## src/rtl/cdb_arbiter_if.sv

```systemverilog
// Handshake bundle between the reservation-station wrappers and the CDB arbiter.
// The arbiter takes the master side and drives the grant and the grant counter.
interface cdb_arbiter_if #(
   parameter int NUM_SOURCES = 8
);
   logic [NUM_SOURCES-1:0] complete;
   logic                   hold;
   logic                   flush;
   logic [31:0]            selection;
   logic                   sel_load;
   logic [15:0]            grant_count;

   modport master (
      input  complete, hold, flush,
      output selection, sel_load, grant_count
   );

   modport slave (
      output complete, hold, flush,
      input  selection, sel_load, grant_count
   );
endinterface

```

## src/rtl/cdb_arbiter.sv

```systemverilog
// Round-robin common-data-bus arbiter. It grants one completing station per cycle
// from a flopped grant register, and masks the station already on the bus so it is not granted twice.
module cdb_arbiter #(
   parameter int NUM_SOURCES = 8,
   parameter int FIRST_ID    = 1
) (
   input  logic          clk,
   input  logic          reset_n,
   cdb_arbiter_if.master bus
);
   localparam int PW = (NUM_SOURCES > 1) ? $clog2(NUM_SOURCES) : 1;

   logic [PW-1:0]          ptr_reg;
   logic                   sel_load_reg;
   logic [31:0]            selection_reg;
   logic [15:0]            grant_count_reg;

   logic [31:0]            inflight_idx;
   logic [NUM_SOURCES-1:0] inflight;
   logic [NUM_SOURCES-1:0] eligible;

   logic                   found_hi;
   logic                   found_lo;
   logic [PW-1:0]          pick_hi;
   logic [PW-1:0]          pick_lo;
   logic                   found_next;
   logic [PW-1:0]          pick_next;
   logic [PW-1:0]          ptr_next;

   // The granted station keeps complete high until the next edge, so hide it.
   assign inflight_idx = selection_reg - 32'(FIRST_ID);

   generate
      for (genvar gi = 0; gi < NUM_SOURCES; gi++) begin : g_mask
         assign inflight[gi] = sel_load_reg && (inflight_idx == 32'(gi));
         assign eligible[gi] = bus.complete[gi] && !inflight[gi];
      end
   endgenerate

   // Rotating priority: lowest eligible index at or above ptr, else lowest below ptr.
   always_comb begin
      found_hi = 1'b0;
      found_lo = 1'b0;
      pick_hi  = '0;
      pick_lo  = '0;
      for (int i = 0; i < NUM_SOURCES; i++) begin
         if (eligible[i]) begin
            if (i >= int'(ptr_reg)) begin
               if (!found_hi) begin
                  found_hi = 1'b1;
                  pick_hi  = PW'(i);
               end
            end else begin
               if (!found_lo) begin
                  found_lo = 1'b1;
                  pick_lo  = PW'(i);
               end
            end
         end
      end
      found_next = found_hi || found_lo;
      pick_next  = found_hi ? pick_hi : pick_lo;
      ptr_next   = (pick_next == PW'(NUM_SOURCES - 1)) ? '0 : pick_next + 1'b1;
   end

   always_ff @(posedge clk or negedge reset_n) begin
      if (!reset_n) begin
         ptr_reg         <= '0;
         sel_load_reg    <= 1'b0;
         selection_reg   <= '0;
         grant_count_reg <= '0;
      end else if (bus.flush || bus.hold) begin
         sel_load_reg  <= 1'b0;
         selection_reg <= '0;
      end else if (found_next) begin
         sel_load_reg    <= 1'b1;
         selection_reg   <= 32'(FIRST_ID) + 32'(pick_next);
         ptr_reg         <= ptr_next;
         grant_count_reg <= grant_count_reg + 16'd1;
      end else begin
         sel_load_reg  <= 1'b0;
         selection_reg <= '0;
      end
   end

   assign bus.sel_load    = sel_load_reg;
   assign bus.selection   = selection_reg;
   assign bus.grant_count = grant_count_reg;
endmodule

```

## src/flat_wrapper.sv

```systemverilog
// flat-port wrapper written by rule: the top's interface ports become plain ports
module cdb_arbiter_flat 
#(
   parameter int NUM_SOURCES = 8,
   parameter int FIRST_ID    = 1
)
  (clk, reset_n, bus_complete, bus_hold, bus_flush, bus_selection, bus_sel_load, bus_grant_count);
  cdb_arbiter_if #(.NUM_SOURCES(NUM_SOURCES)) bus_i ();
  input  logic clk;
  input  logic reset_n;
  input wire logic [$bits(bus_i.complete)-1:0] bus_complete;
  input wire logic [$bits(bus_i.hold)-1:0] bus_hold;
  input wire logic [$bits(bus_i.flush)-1:0] bus_flush;
  output wire logic [$bits(bus_i.selection)-1:0] bus_selection;
  output wire logic [$bits(bus_i.sel_load)-1:0] bus_sel_load;
  output wire logic [$bits(bus_i.grant_count)-1:0] bus_grant_count;
  assign bus_i.complete = bus_complete;
  assign bus_i.hold = bus_hold;
  assign bus_i.flush = bus_flush;
  assign bus_selection = bus_i.selection;
  assign bus_sel_load = bus_i.sel_load;
  assign bus_grant_count = bus_i.grant_count;
  cdb_arbiter #(.NUM_SOURCES(NUM_SOURCES), .FIRST_ID(FIRST_ID)) u_core (.clk(clk), .reset_n(reset_n), .bus(bus_i));
endmodule
```

## config.mk

```make
export PLATFORM = sky130hd
export DESIGN_NAME = cdb_arbiter_flat
export DESIGN_NICKNAME = d
export VERILOG_FILES = /design/src/rtl/cdb_arbiter_if.sv /design/src/rtl/cdb_arbiter.sv /design/src/flat_wrapper.sv
export SDC_FILE = /design/constraint.sdc
export NUM_CORES = 1
export LEC_CHECK = 0
export ABC_AREA = 1
export ABC_CLOCK_PERIOD_IN_PS = 6100
export BUFFER_PORTS_ARGS = -buffer_cell sky130_fd_sc_hd__buf_2
export CORE_ASPECT_RATIO = 0.8
export CORE_MARGIN = 2
export CORE_UTILIZATION = 56
export CTS_CLUSTER_DIAMETER = 30
export CTS_CLUSTER_SIZE = 14
export DETAILED_ROUTE_END_ITERATION = 8
export PLACE_DENSITY_LB_ADDON = 0.12
export RECOVER_POWER = 50
export SLEW_MARGIN = 20
export SYNTH_ARGS = -nofsm -noshare
export SYNTH_HDL_FRONTEND = slang
export SYNTH_SLANG_ARGS = --single-unit
```

## constraint.sdc

```tcl
create_clock -name clk -period 6.1 [get_ports clk]
set_clock_uncertainty 0.05 [all_clocks]
set_input_delay 1.83 -clock clk [delete_from_list [all_inputs] [get_ports clk]]
set_output_delay 1.83 -clock clk [all_outputs]
set_load 0.02 [all_outputs]
```

* After elaboration in Yosys (flattened, before gate mapping)
Index checks and enable logic that the tools add are counted.
** Operators by class
- Order comparisons :: 7
- Add/sub/neg operators :: 4
- Eq/ne operators :: 8
- Reductions and logical operators :: 28
- Bitwise logic cells :: 1
- Mux-type cells :: 73
** Operator list (count)
- $eq 32x3->1 const B :: 4
- $mux 3 :: 38
- $eq 32x2->1 const B :: 2
- $mux 32 :: 2
- $mux 1 :: 33
- $eq 32x1->1 const B :: 1
- $logic_not 32->1 :: 1
- $sub 32x1->32 const B :: 1
- $add 16x1->16 const B :: 1
- $logic_and 1x1->1 :: 16
- $ge 3x3->1 const A :: 3
- $logic_not 1->1 :: 8
- $ge 1x3->1 const A :: 2
- $ge 2x3->1 const A :: 2
- $add 1x3->4 const A :: 1
- $add 3x1->3 const B :: 1
- $eq 3x3->1 const B :: 1
- $logic_or 1x1->1 :: 2
- $reduce_and 2->1 :: 1
- $not 1->1 :: 1
** Word-level totals
- Input bits :: 12
- Output and inout bits :: 49
- Logic and storage cells :: 125
- Bits in registers :: 52

* Depth between registers and ports, before layout
Gate-level depths: netlist of run 1.
- Depth after elaboration :: 30
- Mapped depth :: 22
- Depth with buffers taken out :: 22

* Worst setup path after synthesis of run 1
Ideal clock, no wire load.
- Path type :: in2reg
- Start :: input port bus_complete[5]
- End :: register u_core.ptr_reg[2]
- Buffers on the path :: 0
- Stages on the path :: 10
- Arrival :: 3.124 ns
- Path slack :: 2.809 ns
- Path through :: a21boi_1 > nand2_1 > nand4_4 > nor2_1 > nor2_1 > inv_1 > ha_1 > ha_1 > inv_1 > o21ai_2
** On the way
- Cells in the longest elaborated chain, start to end :: 10
** RTL lines
- start, declared :: line flat_wrapper.sv:11 : input wire logic [$bits(bus_i.complete)-1:0] bus_complete;
- $logic_and 1x1->1 * :: line cdb_arbiter.sv:36 : assign eligible[gi] = bus.complete[gi] && !inflight[gi];
- $mux 3 or $mux 1 (tied branches) :: line cdb_arbiter.sv:47 : if (eligible[i]) begin
- $mux 3 :: line cdb_arbiter.sv:49 : if (!found_hi) begin
- $mux 3 :: line cdb_arbiter.sv:48 : if (i >= int'(ptr_reg)) begin
- $mux 3 :: line cdb_arbiter.sv:47
- $mux 3 :: line cdb_arbiter.sv:49
- $mux 3 :: line cdb_arbiter.sv:47
- $mux 3 * :: line cdb_arbiter.sv:62 : pick_next = found_hi ? pick_hi : pick_lo;
- $add 3x1->3 or $eq 3x3->1 (tied branches) :: line cdb_arbiter.sv:63 : ptr_next = (pick_next == PW'(NUM_SOURCES - 1)) ? '0 : pick_next + 1'b1;
- $mux 3 * :: line cdb_arbiter.sv:63
- net u_core.ptr_next[2] :: line cdb_arbiter.sv:28 : logic [PW-1:0] ptr_next;
- end signal, assigned :: line cdb_arbiter.sv:78 : ptr_reg <= ptr_next;
- end, declared :: line cdb_arbiter.sv:13 : logic [PW-1:0] ptr_reg;
Mark *: on every way through the listed nets, which the timed path passes. The rest lies on a longest branch.
A chain may end at the register's enable or synchronous reset.

* Worst setup path after layout of run 1
Ends and elaborated chain as after synthesis.

==> impl_metrics.tcl, run 1 <==
set metrics [dict create \
    wl_per_cell_um 11.43 \
    critPathBufInv 3 \
    dr.pass1.iters 4 \
    drv_slew 0 \
    syn_area_um2 2023 \
    core_area_um2 3447 \
    syn_area_per_cell_um2 7.226 \
    peakVddDrop_v 0.0002378 \
    grt_max_degree 25 \
    p_leak_nw 1.122 \
    combPwrFrac 0.525 \
    status "finished, final reports clean" \
    antenna_found_initial 0 \
    crit_path_cell_trace "buf_2 > a21boi_0 > nand2_1 > nand4_4 > nor2_1 > nor2_1 > inv_1 > ha_1 > ha_1 > inv_1 > o21ai_2" \
    path_clk_slew_ns 0.08 \
    clkSinkCount 24 \
    cts_hold_buf 0 \
    p_clk_frac 0.126 \
    finalSetupViolCount 0 \
    track_usage 0.2044 \
    rsz0062_at_grt "false" \
    final.min_clock_period_ns 3.416 \
    worstSetupPathType "in2reg" \
    finalHoldViolCount 0 \
    io_buffers 32 \
    clockBufferDepth 2 \
    cts_tree "yes" \
    fin_tns_setup_ns 0 \
    vias 1738 \
    ios 61 \
    seq_area_frac_synth 0.2968 \
    synthCells 280 \
    cts_max_level 1 \
    drive_gt1_frac 0.1801 \
    maxCapViolCount 0 \
    dp_hpwl_um 3227 \
    largest_reg_flops 16 \
    cp_data_required_time_ns 6.18 \
    max_freq_ghz 0.2928 \
    drcViolationCount 0 \
    post_cts_buffers 0 \
    p_sw_frac 0.4945 \
    place.gp.congestion 0.9677 \
    p_switching_mw 0.3562 \
    drt-total-wl_um 4036 \
    crit_fanout 6 \
    worstPathArrival_ns 3.50 \
    min_from "u_core.bus.grant_count[15]" \
    min_path_type "reg2reg" \
    grt_pass1_vias 1417 \
    drt_iter0_markers 85 \
    die-width_um 71.20 \
    timing.rr.start "u_core.bus.selection[0]" \
    cts_made_buffers 3 \
    final_util 0.6167 \
    diodes 0 \
    cp_top_family "simple AND/OR/NAND/NOR gates" \
    cp-startpoint "bus_complete[5]" \
    power_frac_seq 0.348 \
    start_kind "input pin" \
    areaGrowthSynthToFinish_pct 5.071 \
    grt_overflow 0 \
    die_y_um 57.76 \
    internal-power_mw 0.3641 \
    max_stage_delay_ns 0.33 \
    ys_seq_elements 24 \
    dieArea_um2 4113 \
    worstSkewPairLatency_ns 0.26 \
    relSlewSlack 0.1479 \
    yosysWarnings 0 \
    powerDensity_nw_per_um2 338.8 \
    critPathSlowestCell "a21boi_0" \
    rows 19 \
    grt_pass1_wl_um 6699 \
    fin_crit_sh 0.5600 \
    nNetsFinal 329 \
    yosysUniqueCellTypes 33 \
    routed_via_density 4.924 \
    postRouteAntennaNets 0 \
    worstMarginPinSlew_ns 1.278 \
    root_buffer "clkbuf_8" \
    endpoint_kind "register" \
    start_util 0.5869 \
    cts_resized 0 \
]
power groups by stage:
stage / Clock, mW / Sequential, mW / Combinational (mW)
2_1_floorplan: 0 / 0.270 / 0.287
3_3_place_gp: 0 / 0.253 / 0.374
3_5_place_dp: 0 / 0.253 / 0.382
4_1_cts: 0.0943 / 0.250 / 0.382
5_1_grt: 0.102 / 0.259 / 0.430
6_report: 0.0911 / 0.251 / 0.378
through the flow:
stage | total power, mW | hold slack, ns | std cells | instance area (um^2) | setup slack (ns)
2_1_floorplan | 0.5565 | 0.4556 | 307 | 2125 | 2.809
3_3_place_gp | 0.6268 | 0.4639 | 350 | 2097 | 2.571
3_5_place_dp | 0.6341 | 0.4798 | 350 | 2097 | 2.529
4_1_cts | 0.7263 | 0.4970 | 353 | 2138 | 2.809
5_1_grt | 0.7911 | 0.5191 | 353 | 2126 | 2.502
6_report | 0.7202 | 0.4930 | 353 | 2126 | 2.684
layout make-up:
| cell class | count | area [um^2] |
|---|---|---|
| inverters | 35 | 131.4 |
| well taps | 42 | 52.55 |
| repair buffers | 32 | 147.6 |
| flip-flops and latches | 24 | 600.6 |
| multi-input cells | 217 | 1152 |
| fillers | 339 | 1321 |
| clock buffers | 3 | 41.29 |
worst paths after layout:
| path | end | slack (ns) | depth (start not counted) |
|---|---|---|---|
| min reg2reg | u_core.bus.grant_count[15] | 0.49 | 2 |
| max reg2reg | u_core.ptr_reg[2] | 3.08 | 16 |
| max in group asynchronous | u_core.bus.grant_count[11] | 3.47 | 1 |
| min | u_core.bus.grant_count[15] | 0.49 | 2 |
| max | u_core.ptr_reg[2] | 2.68 | 11 |
| min in group asynchronous | u_core.bus.grant_count[4] | 1.77 | 1 |
synth_stat cells:
cell type,n,area (um^2)
a21boi_0,1,7.510
a21boi_1,1,7.510
a21oi_1,1,5.000
a21oi_2,1,8.760
a31oi_1,1,6.260
buf_4,29,217.7
buf_6,2,22.52
conb_1,1,3.750
dfrtp_1,24,600.6
ha_1,4,50.05
inv_1,32,120.1
inv_2,3,11.26
nand2_1,74,277.8
nand2_2,11,68.82
nand2_4,1,11.26
nand3_1,21,105.1
nand3_2,3,30.03
nand3b_1,2,15.01
nand4_1,11,68.82
nand4_4,1,21.27
nor2_1,23,86.33
nor2_2,3,18.77
nor2_4,2,22.52
nor2_8,1,20.02
nor3_1,1,5.000
nor4_1,1,6.260
o21ai_0,4,20.02
o21ai_1,1,5.000
o21ai_2,4,35.03
o21ai_4,1,16.27
o31ai_1,2,15.01
xnor2_1,10,87.58
xor2_1,3,26.28
per-layer routing:
| metal | GRT usage | up-vias | wire, um |
|---|---|---|---|
| met5 | 0 | - | 0 |
| met1 | 0.3355 | 781 | 2136 |
| li1 | - | 898 | - |
| met4 | 0.01078 | 0 | 6 |
| met3 | 0.04696 | 2 | 239 |
| met2 | 0.2844 | 57 | 1654 |
cell families (layout without fill, tap and decap cells):
group,after synthesis,in the layout,synth area share
AND/OR/NAND/NOR,155,155,0.3742
adder cells (fa/ha/maj),4,4,0.02474
other,1,28,0.001854
flip-flops,24,24,0.2968
buffers and inverters,66,70,0.1837
AO/OA/AOI/OAI,17,17,0.06246
XOR/XNOR,13,13,0.05628
placed cells by master, fill, tap and decap left out, types with 2 or more instances in the layout:
cell type | netlist | routed
nand2_1 | 74 | 74
inv_1 | 32 | 32
conb_1 | 1 | 28
dfrtp_1 | 24 | 24
nor2_1 | 23 | 23
buf_2 | 0 | 22
nand3_1 | 21 | 21
nand2_2 | 11 | 11
nand4_1 | 11 | 11
xnor2_1 | 10 | 10
clkbuf_1 | 0 | 10
o21ai_0 | 4 | 4
o21ai_2 | 4 | 4
ha_1 | 4 | 4
nor2_2 | 3 | 3
inv_2 | 3 | 3
nand3_2 | 3 | 3
xor2_1 | 3 | 3
clkbuf_8 | 0 | 3
nor2_4 | 2 | 2
a21boi_0 | 1 | 2
nand3b_1 | 2 | 2
o31ai_1 | 2 | 2
worst min-delay path, stage by stage, from the launching register on:
cell and delay [ns]:
dfrtp_1 0.40, nand2_2 0.07, o21ai_2 0.04
Note: power is estimated with default switching activity, not from simulation.
==> run 2, diff against run 1 <==
Settings changed: ABC_CLOCK_PERIOD_IN_PS 6100 to 3000, CORE_UTILIZATION 56 to 47.
Clock period 6.1 ns to 3 ns, I/O delays scaled along.
==> run 2 against run 1 <==
Effect of this change: sequential share of layout area down 1.8 points; critical endpoint unchanged; combinational power up 130%; sequential power up 100%; flip-flop and latch count unchanged; setup slack worse by 2.4 ns; die area up 18%; highest routed layer is now met3; register-to-register slack worse by 2.8 ns.
==> impl_metrics.tcl, run 2 (synthesized netlist as in run 1, its figures left out) <==
set metrics [dict create \
    endpoint_kind "register" \
    start_kind "register" \
    whs_ns 0.4919 \
    use_met2 0.2402 \
    status "finished, final reports clean" \
    finalSetupViolCount 0 \
    start_util 0.4873 \
    cts_max_level 1 \
    diodes 0 \
    cp-startpoint "u_core.bus.selection[2]" \
    clockBufferDepth 2 \
    grt_pass1_wl_um 7051 \
    critPathBufInv 4 \
    worstRegToRegCells 14 \
    critPathSlowestCell "dfrtp_1" \
    cp_data_required_time_ns 3.11 \
    rows 21 \
    postRouteAntennaNets 0 \
    drt_iter0_markers 86 \
    core_area_um2 4151 \
    reg2reg_to "u_core.ptr_reg[2]" \
    final_common_cell "nand2_1" \
    drive_gt1_frac 0.2344 \
    grt_pass1_vias 1495 \
    hold_end "u_core.bus.grant_count[15]" \
    crit_fanout 6 \
    cts_made_buffers 3 \
    fin_crit_sh 0.9033 \
    peakVddDrop_v 0.0005320 \
    root_buffer "clkbuf_8" \
    ff2ff_setup_slack_ns 0.29 \
    cts_hold_buf 0 \
    ios 61 \
    crit_path_cell_trace "inv_1 > nand2_2 > inv_2 > ha_4 > inv_1 > a21oi_2 > nand2_1 > nand3_1 > nand4_4 > o31ai_1 > ha_1 > ha_1 > inv_1 > o21ai_2" \
    nNetsFinal 337 \
    die_y_um 62.69 \
    place.gp.congestion 0.9207 \
    min_from "u_core.bus.grant_count[15]" \
    finalHoldViolCount 0 \
    met3_usage 0.03757 \
    grt_util_met1 0.2961 \
    dieArea_um2 4849 \
    grt_overflow 0 \
    drv_slew 0 \
    dp_hpwl_um 3327 \
    worstSkewPairLatency_ns 0.26 \
    drcViolationCount 0 \
    timing.rr.start "u_core.bus.selection[2]" \
    vias 1709 \
    dr.pass1.iters 4 \
    cts_tree "yes" \
    p_total_mw 1.646 \
    layout_common_cells "nand2_1 (71), inv_1 (30), conb_1 (28)" \
    worstSetupPathType "reg2reg" \
    final.min_clock_period_ns 2.710 \
    powerDensity_nw_per_um2 722.1 \
    fin_tns_setup_ns 0 \
    rsz0062_at_grt "false" \
    largest_reg_flops 16 \
    max_freq_ghz 0.3690 \
    grt_max_degree 25 \
    die-width_um 77.36 \
    busiest_layer "met1" \
    cp_top_family "adder cells" \
    routed_via_density 4.533 \
    path_clk_slew_ns 0.08 \
    worstMarginPinSlew_ns 1.278 \
    maxCapViolCount 0 \
    worstPathArrival_ns 2.82 \
    clkSinkCount 24 \
    io_buffers 32 \
    hold_depth 2 \
    relSlewSlack 0.1481 \
    wl_per_cell_um 11.09 \
    areaGrowthSynthToFinish_pct 12.68 \
    drt-total-wl_um 4182 \
    min_path_type "reg2reg" \
    max_stage_delay_ns 0.40 \
    antenna_found_initial 0 \
    track_usage 0.1781 \
    p_leak_nw 1.180 \
    cpMostUsedCell "inv_1" \
]
-- run 2: cell count changes in the layout (fill, tap and decap cells not counted), moves of 2 or more --
cell,change
dfrtp_1,-2
dfrtp_2,+2
buf_4,+7
nand2_1,-3
nand2_2,+3
inv_1,-2
inv_2,+2
-- run 2: worst max-delay path by stage --
stage	cells past startpoint	to	slack (ns)
floorplan	19	u_core.ptr_reg[2]	0.23
global placement	16	u_core.ptr_reg[2]	0.17
detailed placement	16	u_core.ptr_reg[2]	0.12
CTS	16	u_core.ptr_reg[2]	0.1
global route	19	u_core.ptr_reg[2]	0.01
finish	14	u_core.ptr_reg[2]	0.29
-- run 2: report_power, final --
| part | internal (mW) | switching (mW) | total [mW] |
|---|---|---|---|
| registers | 0.394 | 0.117 | 0.510 |
| logic | 0.320 | 0.537 | 0.857 |
| clock network | 0.178 | 0.101 | 0.279 |
-- run 2: tightest hold or removal path, delay by kind of cell (launching register included) --
kind,cells,cell delay [ns]
and+or+nand+nor,1,0.07
DFF,1,0.40
AOI/OAI and AO/OA,1,0.04
-- run 2: what timing repair did --
item	CTS	global route
setup endpoints to repair	0	5
resized for setup	0	11
buffers inserted	0	7
-- run 2: metal layers --
layer	routed length [um]	vias to the layer above
met5	0	-
met4	0	0
met3	294	0
met2	1602	54
met1	2286	747
li1	-	908
-- run 2: final cells by class --
cell class              count  area, um^2
clock buffers               3       41.29
clock inverters             1       30.03
fillers                   416        1872
inverters                  35       131.4
multi-input cells         217        1184
flip-flops and latches     24       603.1
well taps                  57       71.32
repair buffers             40       219.0
-- run 2: per-stage QoR --
stage	std cells	utilization	area, um^2	setup slack [ns]
2_1_floorplan	307	-	2125	0.2265
3_3_place_gp	366	0.5145	2136	0.1652
3_5_place_dp	366	0.5145	2136	0.1201
4_1_cts	370	0.5316	2207	0.09941
5_1_grt	377	0.5491	2280	0.01474
6_report	377	0.5491	2280	0.2901
